==> src/rtl/vga_scan_engine.sv <==
// vga_scan_engine: VGA timing, downscaled framebuffer addressing and DAC drive.
// Ports: vga_clk, rst_n (async, active-low), pll_lock.
//   rd_addr/rd_en/rd_data form the framebuffer read port.
//   pattern_sel requests a test pattern. frame_start pulses at (0,0).
//   VGA_R/G/B, VGA_HS/VS, VGA_BLANK_N, VGA_SYNC_N, VGA_CLK drive the connector.
// Optional checkerboard test pattern: define VGA_TEST_PATTERN_EN.
module vga_scan_engine #(
    parameter int H_VISIBLE   = 640,
    parameter int H_FRONT     = 16,
    parameter int H_SYNC      = 96,
    parameter int H_BACK      = 48,
    parameter int V_VISIBLE   = 480,
    parameter int V_FRONT     = 10,
    parameter int V_SYNC      = 2,
    parameter int V_BACK      = 33,
    parameter bit HS_POL      = 1'b0,
    parameter bit VS_POL      = 1'b0,
    parameter int SCALE_SHIFT = 2,
    parameter int PIX_W       = 8,
    parameter int RD_LATENCY  = 2,
    parameter int ADDR_W      = 15
) (
    input  logic              vga_clk,
    input  logic              rst_n,
    input  logic              pll_lock,
    output logic [ADDR_W-1:0] rd_addr,
    output logic              rd_en,
    input  logic [PIX_W-1:0]  rd_data,
    input  logic              pattern_sel,
    output logic              frame_start,
    output logic [7:0]        VGA_R,
    output logic [7:0]        VGA_G,
    output logic [7:0]        VGA_B,
    output logic              VGA_HS,
    output logic              VGA_VS,
    output logic              VGA_BLANK_N,
    output logic              VGA_SYNC_N,
    output logic              VGA_CLK
);

    localparam int H_TOTAL = H_VISIBLE + H_FRONT + H_SYNC + H_BACK;
    localparam int V_TOTAL = V_VISIBLE + V_FRONT + V_SYNC + V_BACK;
    localparam int HW      = $clog2(H_TOTAL);
    localparam int VW      = $clog2(V_TOTAL);
    localparam int FB_W    = H_VISIBLE >> SCALE_SHIFT;

    localparam logic [HW-1:0] H_LAST = HW'(H_TOTAL - 1);
    localparam logic [HW-1:0] H_VIS  = HW'(H_VISIBLE);
    localparam logic [HW-1:0] HS_BEG = HW'(H_VISIBLE + H_FRONT);
    localparam logic [HW-1:0] HS_END = HW'(H_VISIBLE + H_FRONT + H_SYNC);
    localparam logic [HW-1:0] H_SUB  = HW'((1 << SCALE_SHIFT) - 1);
    localparam logic [VW-1:0] V_LAST = VW'(V_TOTAL - 1);
    localparam logic [VW-1:0] V_VIS  = VW'(V_VISIBLE);
    localparam logic [VW-1:0] VS_BEG = VW'(V_VISIBLE + V_FRONT);
    localparam logic [VW-1:0] VS_END = VW'(V_VISIBLE + V_FRONT + V_SYNC);
    localparam logic [VW-1:0] V_SUB  = VW'((1 << SCALE_SHIFT) - 1);

    logic              count_en;
    logic [HW-1:0]     p;
    logic [VW-1:0]     l;
    logic [HW-1:0]     col;
    logic [ADDR_W-1:0] row_base;
    logic [ADDR_W-1:0] addr_q;
    logic              vis;
    logic              hs_act;
    logic              vs_act;
    logic              pat_now;
    logic              chk_now;

    // Stage bits: {visible, hs, vs, pattern, checker}
    logic [4:0]        st_in;
    logic [4:0]        st_out;
    logic [4:0]        st_d [RD_LATENCY];
    logic [7:0]        src_r;
    logic [7:0]        src_g;
    logic [7:0]        src_b;

    assign vis    = count_en && (p < H_VIS) && (l < V_VIS);
    assign hs_act = (p >= HS_BEG) && (p < HS_END);
    assign vs_act = (l >= VS_BEG) && (l < VS_END);

    assign frame_start = count_en && (p == '0) && (l == '0);
    assign rd_en       = vis && !pat_now;
    // Hold the last issued address while no read is in flight.
    assign rd_addr     = rd_en ? (row_base + ADDR_W'(col)) : addr_q;

    assign VGA_SYNC_N = 1'b0;
    assign VGA_CLK    = vga_clk;

`ifdef VGA_TEST_PATTERN_EN
    logic        pat_q;
    logic [31:0] cx;
    logic [31:0] ly;

    // The frame_start cycle already belongs to the new frame.
    assign pat_now = frame_start ? pattern_sel : pat_q;
    assign cx      = 32'(col);
    assign ly      = 32'(l) >> SCALE_SHIFT;
    assign chk_now = ((cx ^ ly) & 32'd8) != 32'd0;

    always_ff @(posedge vga_clk or negedge rst_n) begin
        if (!rst_n) begin
            pat_q <= 1'b0;
        end else if (frame_start) begin
            pat_q <= pattern_sel;
        end
    end
`else
    logic unused_pattern_sel;

    assign unused_pattern_sel = pattern_sel;
    assign pat_now            = 1'b0;
    assign chk_now            = 1'b0;
`endif

    // Enable latches on the first locked edge and ignores later drops.
    always_ff @(posedge vga_clk or negedge rst_n) begin
        if (!rst_n) begin
            count_en <= 1'b0;
        end else if (pll_lock) begin
            count_en <= 1'b1;
        end
    end

    always_ff @(posedge vga_clk or negedge rst_n) begin
        if (!rst_n) begin
            p        <= '0;
            l        <= '0;
            col      <= '0;
            row_base <= '0;
        end else if (count_en) begin
            if (p == H_LAST) begin
                p   <= '0;
                col <= '0;
                if (l == V_LAST) begin
                    l        <= '0;
                    row_base <= '0;
                end else begin
                    l <= l + 1'b1;
                    // Last line of a framebuffer row moves to the next row.
                    if ((l < V_VIS) && ((l & V_SUB) == V_SUB)) begin
                        row_base <= row_base + ADDR_W'(FB_W);
                    end
                end
            end else begin
                p <= p + 1'b1;
                if ((p < H_VIS) && ((p & H_SUB) == H_SUB)) begin
                    col <= col + 1'b1;
                end
            end
        end
    end

    always_ff @(posedge vga_clk or negedge rst_n) begin
        if (!rst_n) begin
            addr_q <= '0;
        end else if (rd_en) begin
            addr_q <= rd_addr;
        end
    end

    // Delay flags to line up with read data returning from the RAM.
    assign st_in  = {vis, hs_act, vs_act, pat_now, chk_now};
    assign st_out = st_d[RD_LATENCY-1];

    always_ff @(posedge vga_clk or negedge rst_n) begin
        if (!rst_n) begin
            for (int i = 0; i < RD_LATENCY; i++) begin
                st_d[i] <= '0;
            end
        end else begin
            st_d[0] <= st_in;
            for (int i = 1; i < RD_LATENCY; i++) begin
                st_d[i] <= st_d[i-1];
            end
        end
    end

    generate
        if (PIX_W == 24) begin : g_rgb
            assign src_r = rd_data[23:16];
            assign src_g = rd_data[15:8];
            assign src_b = rd_data[7:0];
        end else begin : g_mono
            assign src_r = rd_data[7:0];
            assign src_g = rd_data[7:0];
            assign src_b = rd_data[7:0];
        end
    endgenerate

    always_ff @(posedge vga_clk or negedge rst_n) begin
        if (!rst_n) begin
            VGA_R       <= '0;
            VGA_G       <= '0;
            VGA_B       <= '0;
            VGA_HS      <= ~HS_POL;
            VGA_VS      <= ~VS_POL;
            VGA_BLANK_N <= 1'b0;
        end else begin
            VGA_HS      <= st_out[3] ? HS_POL : ~HS_POL;
            VGA_VS      <= st_out[2] ? VS_POL : ~VS_POL;
            VGA_BLANK_N <= st_out[4];
            if (!st_out[4]) begin
                VGA_R <= '0;
                VGA_G <= '0;
                VGA_B <= '0;
            end else if (st_out[1]) begin
                VGA_R <= {8{st_out[0]}};
                VGA_G <= {8{st_out[0]}};
                VGA_B <= {8{st_out[0]}};
            end else begin
                VGA_R <= src_r;
                VGA_G <= src_g;
                VGA_B <= src_b;
            end
        end
    end

endmodule
==> config.mk <==
export PLATFORM = sky130hd
export DESIGN_NAME = vga_scan_engine
export DESIGN_NICKNAME = d
export VERILOG_FILES = /design/src/rtl/vga_scan_engine.sv
export SDC_FILE = /design/constraint.sdc
export NUM_CORES = 1
export LEC_CHECK = 0
export BUFFER_PORTS_ARGS = -buffer_cell sky130_fd_sc_hd__buf_2
export CAP_MARGIN = 20
export CORE_ASPECT_RATIO = 1.75
export CORE_UTILIZATION = 45
export CTS_BUF_LIST = sky130_fd_sc_hd__clkbuf_16
export DETAILED_ROUTE_END_ITERATION = 12
export PLACE_DENSITY = 0.66
export SYNTH_ARGS = -nofsm -noshare
export SYNTH_HDL_FRONTEND = slang
export SYNTH_SLANG_ARGS = --single-unit
==> constraint.sdc <==
create_clock -name vga_clk -period 2.6 [get_ports vga_clk]
set_input_delay 0.78 -clock vga_clk [delete_from_list [all_inputs] [get_ports vga_clk]]
set_output_delay 0.78 -clock vga_clk [all_outputs]
set_load 0.01 [all_outputs]
# --- Word level (Yosys, flattened, before mapping) ---
# Cells that the tools add are included.
totals:
  ram_bits: 0
  memories: 0
  elab_cells: 52
  regBits: 78
  out_inout_bits: 46
  in_bits: 12
  latchBits: 0
  romBits: 0
classes:
  bitwise_logic: 0
  n_addsub: 5
  muxes: 10
  div_mod_pow: 0
  n_reduce_logical: 15
  n_eq_ne: 4
  n_mul: 0
  magnitude_cmp: 6
  n_shift: 0
op_table:
  columns: ["cell", "count"]
  rows:
  - ["$mux W15", 3]
  - ["$mux W10", 4]
  - ["$add A10 B1 Y10 const B", 3]
  - ["$eq A10 B10 Y1 const B", 2]
  - ["$logic_not A10 Y1", 2]
  - ["$lt A10 B10 Y1 const B", 2]
  - ["$lt A10 B9 Y1 const B", 2]
  - ["$add A15 B10 Y15", 1]
  - ["$add A15 B8 Y15 const B", 1]
  - ["$ge A10 B10 Y1 const B", 1]
  - ["$ge A10 B9 Y1 const B", 1]
  - ["$logic_and A1 B1 Y1", 8]
  - ["$mux W8", 1]
  - ["$eq A2 B2 Y1 const B", 2]
  - ["$reduce_and A2 Y1", 2]
  - ["$reduce_bool A2 Y1", 2]
  - ["$reduce_and A3 Y1", 1]
  - ["$mux W1", 2]

# --- Depth between registers and ports, before layout ---
# Gate-level depths: netlist of run 1.
depth:
  depth_word: 4
  depth_mapped: 8
  mapped_depth_nobuf: 7

==> out/metrics.cfg, run 1 <==
[sta]
skew_ns=0.00724
worst_slack_ns=-0.415
hold_violations=0
rsz0062_at_grt=yes
min_period_ns=3.02
max_freq_mhz=332
setup_viol=13
slew_violations=0
finalCritPeriodShare_pct=116

[setup_path]
reg2reg_from=p[5]
path_cells=ha_4 > a21oi_4 > o21bai_4 > o211ai_1 > a21oi_1 > xnor2_1 > o21ai_1 > buf_2
r2r_cells=6
critPathCapture=rd_addr[12]
crit_required_ns=1.82
path_depth=8
cp_num_buf_inv=1
regToRegSetupSlack_ns=0.43
timing.critical_path.from=row_base[6]
crit_fanout=4
crit_type=flop to output pin
path_delay_family=compound AO/OA/AOI/OAI gates
cpPeakStageDelay_ns=0.40
start_kind=flop
crit_slowest_cell=dfrtp_1
r2r-end=row_base[14]
cp.arrival_ns=2.24
crit_path_end_kind=output pin

[yosys]
synthTopCellsByArea=dfrtp_1, o21ai_0, nand2_1, xnor2_1, ha_1
synth_top_area_cell=dfrtp_1
ys_ff_latch=73
ys_seq_area_share_pct=49.7
synth.top_cell.area_share_pct=48.3
async_reset_ff_share_pct=100
synth-edff-count=0
synth_area_per_cell_um2=9.78
yosysMostFrequentCell=dfrtp_1
ys.flop_type=dfrtp_1
synth-warning-count=0
syn_inst=376
synth_common_cells=dfrtp_1, nand2_1, o21ai_0
synth.distinct_cells=43
syn_area_mm2=0.00368

[placement]
post_dp_cell_area_mm2=0.00413
gp_congestion=0.831
hpwl_mm=5.07
post-place-ws_ns=-0.0984
port_buffers=55

[route]
drt_iter0_markers=120
vias_per_cell=5.31
via_count=2928
drt_pass1_iterations=4
antenna_left=0
wire_per_inst_um=13.3
wirelength_mm=7.35
post-route-drc-count=0

[cells_and_area]
layout-drive-gt1-share_pct=33.4
fin_util_pct=60.6
nets=481
fin_area_mm2=0.00479
area.growth.synth_to_final_pct=30.2
diodes=0

[power_and_ir_drop]
clockPowerShare_pct=40.9
swShare_pct=28.4
comb_power_share_pct=15.7
power_density_mw_per_mm2=691
p_total_mw=3.31
seq_power_share_pct=43.4
leakage_nw=2.23
ir_worst_vdd_mv=0.464
p_sw_mw=0.941
intPower_mw=2.37

[grt]
top_usage_layer=met2
grt_max_degree=74
grtUsageTotal_pct=18.7
antenna_found_initial=0
grt_pass1_vias=2891
grt_pass1_wl_mm=12.5
use_met2_pct=34.5
met1_usage_pct=18.6
grt_overflow=0
grt_use_met3_pct=4.80

[floorplan]
die-area_mm2=0.00855
rows=43
start_util_pct=46.5
die_h_um=122
ios=58
die_w_um=70.3
design.core.area_mm2=0.00791

[clocking]
clkTransAtPathRegs_ns=0.06
clk_latency_ns=0.45
cts_hold_buffers=0
cts_tree=done

[run_status]
run_status=finished with violations
violations=setup timing

[worst_hold_path]
hp-class=flop to flop

[run]
max_cap_violations=0

[cell type report]
cell class	count	area (um2)
fillers	667	3120
flip-flops and latches	73	1830
multi-input cells	264	1790
repair buffers	94	661
clock buffers	13	305
well taps	90	113
inverters	10	50.0
clock inverters	7	40.0
[power groups by stage]
stage                     logic, mW  clock network (mW)  registers, mW
after floorplan               0.379              0.0317           1.38
after global placement        0.443              0.0232           1.43
after detailed placement      0.459              0.0232           1.44
after CTS                     0.490                1.38           1.43
after global routing          0.583                1.44           1.46
final                         0.520                1.36           1.44
[stage by stage]
stage | hold WS, ns | std cells | TNS [ns]
after floorplan | 0.331 | 377 | 0
after global placement | 0.334 | 523 | -0.0424
after detailed placement | 0.337 | 523 | -0.132
after CTS | 0.351 | 546 | -3.17
after global routing | 0.363 | 551 | -3.78
final | 0.348 | 551 | -2.75
[cells in the final DEF, fill, tap and decap left out, types with 6 or more instances in the layout]
cell type  instances
and2_1             9
clkbuf_16         13
nor2_1            35
o21ai_1            6
buf_4             32
xnor2_1           18
nand3_1           14
nand4_1            9
a21oi_1            9
dfrtp_1           70
ha_1              11
and3_1             6
o21ai_0           29
buf_2             51
inv_1             10
buf_6              8
nand2_1           39
xor2_1            14
[cell families (layout without fill, tap and decap cells)]
kind of cell	after synthesis	after routing	share of synthesized area, %
buf+inv	40	124	6.19
mux	7	7	2.11
compound gates	62	62	9.36
other cells	1	2	0.102
flops	73	73	49.7
xor+xnor	33	33	7.86
simple gates	147	147	20.2
fa+ha+maj	13	13	4.42
[flip-flops by register name, summed over array words and instances (netlist names), 3 cells and up]
| signal | flops |
|---|---|
| st_out | 3 |
| row_base | 10 |
| col | 10 |
| addr_q | 15 |
| VGA_B | 8 |
| l | 10 |
| st_d | 3 |
| p | 10 |
[layer usage]
layer	wire length [um]	up-vias
met1	2850	1409
met2	4010	67
met3	301	16
met4	190	0
li1	-	1436
met5	0	-
[worst min-delay path by stage]
stage                     cells past startpoint      start  slack (ns)        end
final                                         0    st_d[8]        0.35  st_out[3]
after global routing                          1  st_out[3]        0.36     VGA_HS
after CTS                                     0    st_d[8]        0.35  st_out[3]
after detailed placement                      0    st_d[8]        0.34  st_out[3]
after global placement                        0    st_d[8]        0.33  st_out[3]
after floorplan                               0    st_d[7]        0.33  st_out[2]
[what timing repair did]
| action | in CTS | in global routing |
|---|---|---|
| cloned | 0 | 1 |
| hold endpoints to repair | 0 | 0 |
| resized for setup | 21 | 34 |
| setup endpoints to repair | 16 | 16 |
| setup buffers | 4 | 5 |
| pin swaps | 12 | 17 |
Power figures use the tool's default switching activity.
==> inputs of run 2 (changes only) <==
--- a/config.mk
+++ b/config.mk
@@ -8,10 +8,9 @@
 export BUFFER_PORTS_ARGS = -buffer_cell sky130_fd_sc_hd__buf_2
 export CAP_MARGIN = 20
 export CORE_ASPECT_RATIO = 1.75
-export CORE_UTILIZATION = 45
+export CORE_UTILIZATION = 40
 export CTS_BUF_LIST = sky130_fd_sc_hd__clkbuf_16
 export DETAILED_ROUTE_END_ITERATION = 12
-export PLACE_DENSITY = 0.66
 export SYNTH_ARGS = -nofsm -noshare
 export SYNTH_HDL_FRONTEND = slang
 export SYNTH_SLANG_ARGS = --single-unit
==> run 2 against run 1 <==
  * The flow still finishes with violations (setup timing)
  * Wire length increased by 3.3%
  * Maximum frequency about the same
  * Cell area increased by 3.3%
  * Sequential cell count unchanged
  * Hold slack got worse by 0.0086 ns
  * Global-route usage decreased by 0.79 points
  * Power increased by 5.6%
  * Clock-buffer cell count unchanged
  * Register-to-register slack got worse by 0.02 ns
  * Clock power increased by 14%
  * Utilization decreased by 5.5 points
  * Critical path type unchanged
  * Highest routed layer unchanged
==> out/metrics.cfg, run 2 (synthesized netlist as in run 1, its figures left out) <==
[clocking]
cts_tree=done
clk_latency_ns=0.44  ; about the same
cts_hold_buffers=0  ; unchanged
clkTransAtPathRegs_ns=0.06  ; about the same

[sta]
rsz0062_at_grt=yes
finalCritPeriodShare_pct=116  ; about the same
skew_ns=0.00510  ; -0.00214 ns
tns_ns=-2.52  ; +0.224 ns
worst_slack_ns=-0.413  ; +0.00226 ns
tightest_slew_ns=0.591
hold_violations=0  ; unchanged
max_freq_mhz=332  ; about the same
fin_hold_ws_ns=0.340  ; -0.00861 ns
setup_viol=11  ; -2
slew_violations=0  ; unchanged
worst_slew_margin_rel_pct=60.6
min_period_ns=3.01  ; -0.00226 ns

[cells_and_area]
nets=487  ; +1.2%
diodes=0  ; unchanged
largest_reg_flops=15  ; unchanged
area.growth.synth_to_final_pct=34.5
layout-drive-gt1-share_pct=34.9  ; +1.5 points
fin_area_mm2=0.00495  ; +3.3%
layout_common_cells=dfrtp_1, buf_2, nand2_1
largest_register=addr_q
mostFrequentLayoutCell=dfrtp_1

[grt]
grt_max_degree=47  ; -36%
antenna_found_initial=0  ; unchanged
grt_overflow=0  ; unchanged
grtUsageTotal_pct=17.9  ; -0.79 points
grt_pass1_vias=2913  ; +0.76%
grt_pass1_wl_mm=13.0  ; +4.5%

[route]
via_count=2913  ; -0.51%
post-route-drc-count=0  ; unchanged
wire_per_inst_um=12.9  ; -3.0%
drt_iter0_markers=132  ; +10%
antenna_left=0  ; unchanged
wirelength_mm=7.60  ; +3.3%
vias_per_cell=4.96  ; -6.6%
drt_pass1_iterations=4  ; unchanged

[setup_path]
regToRegSetupSlack_ns=0.41  ; -0.02 ns
crit_type=flop to output pin
crit_fanout=4  ; unchanged
reg2reg_from=p[0]
path_cells=ha_4 > a21oi_4 > o21bai_4 > o211ai_1 > a21oi_1 > xnor2_1 > o21ai_1 > buf_2
cpPeakStageDelay_ns=0.41  ; about the same
crit_path_end_kind=output pin
r2r_cells=7  ; +1
start_kind=flop
crit_slowest_cell=dfrtp_1
crit_required_ns=1.82  ; about the same
cp.arrival_ns=2.23  ; about the same
r2r-end=row_base[14]

[floorplan]
start_util_pct=41.0  ; -5.5 points
rows=46  ; +7.0%
design.core.area_mm2=0.00898  ; +14%
ios=58  ; unchanged
die_w_um=74.5  ; +5.9%
die_h_um=129  ; +6.0%
die-area_mm2=0.00960  ; +12%

[power_and_ir_drop]
p_total_mw=3.50  ; +5.6%
leakage_nw=2.31  ; +3.6%
power_density_mw_per_mm2=707  ; +2.3%
ir_worst_vdd_mv=0.320  ; -31%

[run]
max_cap_violations=0  ; unchanged

[placement]
hpwl_mm=5.15  ; +1.7%
post_dp_cell_area_mm2=0.00416  ; +0.79%
port_buffers=55  ; unchanged
post-place-ws_ns=-0.0826  ; +0.0159 ns
gp_congestion=0.789  ; -5.0%

[run_status]
violations=setup timing
run_status=finished with violations

[worst_hold_path]
hp-class=input port to async pin

## run 2: power by group
| part | total [mW] | switching [mW] | internal [mW] |
|---|---|---|---|
| clock | 1.55 | 0.510 | 1.04 |
| combinational | 0.516 | 0.256 | 0.261 |
| sequential | 1.44 | 0.171 | 1.26 |
## run 2: how the worst max path moves through the flow
| stage | start | slack (ns) | end | cells past startpoint |
|---|---|---|---|---|
| 5_1_grt | col[6] | -0.51 | rd_addr[14] | 8 |
| 4_1_cts | col[6] | -0.40 | rd_addr[14] | 8 |
| 3_3_place_gp | col[6] | -0.05 | rd_addr[11] | 7 |
| 3_5_place_dp | col[6] | -0.08 | rd_addr[14] | 8 |
| 6_report | col[6] | -0.41 | rd_addr[14] | 8 |
| 2_1_floorplan | col[6] | 0.03 | rd_addr[13] | 7 |
## run 2: area by class of cell
cell class,instances,area (um2)
Clock buffer,13,305
Tap cell,120,150
Multi-Input combinational cell,264,1840
Timing Repair Buffer,100,683
Fill cell,821,4030
Clock inverter,7,87.6
Sequential cell,73,1830
Inverter,10,50.0
## run 2: routing by layer
metal | part of all wire (%) | track usage (%) | vias to the layer above
met5 | 0 | 0 | -
met4 | 1.6 | 7.99 | 0
met3 | 3.4 | 4.62 | 7
met2 | 56 | 32.7 | 61
met1 | 39 | 18.6 | 1398
li1 | - | - | 1447
## run 2: per-stage QoR
step | std cells | utilization (%)
global placement | 554 | 46.4
finish | 587 | 55.1
detailed placement | 554 | 46.4
floorplan | 377 | -
CTS | 581 | 53.5
global route | 587 | 55.1
## run 2: what timing repair did
item | 4_1_cts | 5_1_grt
setup buffers | 8 | 10
setup endpoints to repair | 16 | 16
resized for setup | 42 | 24
pin swaps | 16 | 15
## run 2: worst max-delay path, delay by kind of cell (launching register included)
kind                       cells  cell delay (ns)
AOI/OAI and AO/OA              5             0.76
adders and majority gates      1             0.26
xor gates and xnor gates       1             0.22
DFF                            1             0.41
buffers and inverters          1             0.14
==> inputs of run 3 (changes only) <==
==> constraint.sdc (replaced) <==
create_clock -name vga_clk -period 2.6 [get_ports vga_clk]
set_input_delay 0.78 -clock vga_clk [delete_from_list [all_inputs] [get_ports vga_clk]]
set_output_delay 0.78 -clock vga_clk [all_outputs]
set_load 0.05 [all_outputs]
==> run 3 against run 2 <==
  * Cell area is 6.2% higher
  * Non-clock buffer count rose by 12
  * Global-route usage grew 1.1 points
  * Setup slack got worse by 0.073 ns
  * The run still ends with setup timing left
  * Wire length is 8.9% higher
  * Register-to-register slack worse by 0.02 ns
  * Combinational power up 48%
  * Sequential share of layout area is 2.1 points lower
  * Hold slack worse by 0.041 ns
  * Largest cell class unchanged
  * Maximum frequency fell by 2.4%
==> out/metrics.cfg, run 3 (synthesized netlist as in run 1, its figures left out) <==
[floorplan]
ios=58  ; unchanged
design.core.area_mm2=0.00898  ; unchanged
start_util_pct=41.0  ; unchanged
die_w_um=74.5  ; unchanged
rows=46  ; unchanged
die_h_um=129  ; unchanged
die-area_mm2=0.00960  ; unchanged

[placement]
post_dp_cell_area_mm2=0.00431  ; +3.6%
gp_congestion=0.781  ; -0.93%
hpwl_mm=5.54  ; +7.5%
post-place-ws_ns=-0.220  ; -0.138 ns
port_buffers=55  ; unchanged

[setup_path]
path_cells=ha_1 > a21oi_2 > inv_1 > a31oi_2 > nor2_1 > o41ai_4 > buf_6
cp.arrival_ns=2.31  ; +0.08 ns
path_delay_family=compound AO/OA/AOI/OAI gates
reg2reg_from=p[0]
start_kind=flop
crit_type=flop to output pin
crit_path_end_kind=output pin
cp_num_buf_inv=2  ; +1
cpPeakStageDelay_ns=0.38  ; -0.03 ns
crit_slowest_cell=dfrtp_1
crit_fanout=2  ; -2
timing.critical_path.from=col[9]
crit_required_ns=1.82  ; about the same

[cells_and_area]
layout_common_cells=dfrtp_1, buf_4, nand2_1
fillers=781  ; -4.9%
largest_register=addr_q
layout-drive-gt1-share_pct=38.2  ; +3.3 points
nets=499  ; +2.5%
diodes=0  ; unchanged
fin_util_pct=58.5  ; +3.4 points
fin_area_mm2=0.00525  ; +6.2%
regArea_mm2=0.00183  ; unchanged
multi_input_area_mm2=0.00192  ; +4.2%
mostFrequentLayoutCell=dfrtp_1
largest_reg_flops=15  ; unchanged
area.growth.synth_to_final_pct=42.8

[sta]
skew_ns=0.00598  ; +0.000884 ns
max_freq_mhz=324  ; -2.4%
slew_violations=0  ; unchanged
fin_hold_ws_ns=0.299  ; -0.0405 ns
finalCritPeriodShare_pct=119  ; +2.8 points
rsz0062_at_grt=yes
hold_violations=0  ; unchanged
worst_slack_ns=-0.486  ; -0.0728 ns
setup_viol=16  ; +5
min_period_ns=3.09  ; +0.0728 ns

[route]
post-route-drc-count=0  ; unchanged
vias_per_cell=5.04  ; +1.5%
via_count=3018  ; +3.6%
wire_per_inst_um=13.8  ; +6.8%
wirelength_mm=8.28  ; +8.9%
drt_pass1_iterations=5  ; +1
antenna_left=0  ; unchanged
drt_iter0_markers=101  ; -23%

[grt]
grt_overflow=0  ; unchanged
antenna_found_initial=0  ; unchanged
grtUsageTotal_pct=19.0  ; +1.1 points
grt_pass1_wl_mm=13.7  ; +4.9%
grt_pass1_vias=3151  ; +8.2%
grt_max_degree=40  ; -15%

[run_status]
run_status=finished with violations
violations=setup timing

[clocking]
clkTransAtPathRegs_ns=0.05  ; about the same
cts_hold_buffers=0  ; unchanged
cts_tree=done
clk_latency_ns=0.45  ; about the same

[power_and_ir_drop]
power_density_mw_per_mm2=740  ; +4.7%
swShare_pct=30.3  ; +3.6 points
intPower_mw=2.71  ; +5.7%
ir_worst_vdd_mv=0.432  ; +35%
p_sw_mw=1.18  ; +26%
p_total_mw=3.89  ; +11%
seq_power_share_pct=36.9  ; -4.1 points
clockPowerShare_pct=43.4  ; -0.8 points
leakage_nw=2.42  ; +4.7%
comb_power_share_pct=19.7  ; +4.9 points

[run]
max_cap_violations=0  ; unchanged

[worst_hold_path]
hp-class=input port to async pin

==> run 3: changes by cell type in the layout (fill, tap and decap cells not counted), moves of 3 or more <==
cell	previous run	this run
buf_4	38	45
buf_6	10	24
o21ai_1	7	2
buf_2	51	37
buf_8	1	6
clkinv_2	0	3
o21ai_4	0	4
==> run 3: cell type report <==
type | count | share of cell area, %
Multi-Input combinational cell | 264 | 36.5
Sequential cell | 73 | 34.8
Timing Repair Buffer | 112 | 17.1
Clock buffer | 13 | 5.81
Tap cell | 120 | 2.86
Clock inverter | 7 | 2.07
Inverter | 10 | 0.786
==> run 3: final timing paths <==
| kind | end | slack, ns | cells past startpoint |
|---|---|---|---|
| setup / recovery | rd_addr[11] | -0.49 | 7 |
| hold / removal | row_base[12] | 0.30 | 1 |
| setup reg to reg | row_base[14] | 0.39 | 7 |
| hold reg to reg | st_out[2] | 0.35 | 0 |
| max in group asynchronous | VGA_HS | 1.67 | 2 |
| min in group vga_clk | st_out[2] | 0.35 | 0 |
==> run 3: routing by layer <==
| metal | part of all wire [%] | track usage, % | vias up | wire (um) |
|---|---|---|---|---|
| li1 | - | - | 1467 | - |
| met1 | 35 | 18.2 | 1445 | 2910 |
| met2 | 56 | 34.5 | 77 | 4660 |
| met3 | 3.3 | 4.54 | 29 | 276 |
| met4 | 5.1 | 12.9 | 0 | 425 |
| met5 | 0 | 0 | - | 0 |
==> run 3: what timing repair did <==
item                       in CTS  in global routing
setup endpoints to repair      17                 17
buffers inserted                9                 14
gates cloned                    1                  0
gates resized for setup        67                 30
hold endpoints to repair        0                  0
pin swaps                      19                 15
==> run 3: power by group through the flow <==
| stage | logic (mW) | registers [mW] | clock network, mW |
|---|---|---|---|
| CTS | 0.767 | 1.43 | 1.72 |
| global placement | 0.647 | 1.43 | 0.0734 |
| global route | 0.847 | 1.46 | 1.77 |
| floorplan | 0.561 | 1.40 | 0.0829 |
| detailed placement | 0.663 | 1.44 | 0.0734 |
| finish | 0.765 | 1.44 | 1.69 |
==> run 3: worst reg2reg max path: stages, from the launching register on <==
cell and delay (ns):
dfrtp_1 0.41, ha_1 0.25, and4_1 0.22, and3_4 0.22, nand3_4 0.12, or3_4 0.44, or3_1 0.32, a21oi_1 0.15
==> run 3: metrics by stage <==
| step | std cells | setup TNS (ns) |
|---|---|---|
| 2_1_floorplan | 377 | -1.29 |
| 3_3_place_gp | 562 | -0.570 |
| 3_5_place_dp | 562 | -0.699 |
| 4_1_cts | 590 | -4.14 |
| 5_1_grt | 599 | -5.96 |
| 6_report | 599 | -4.55 |
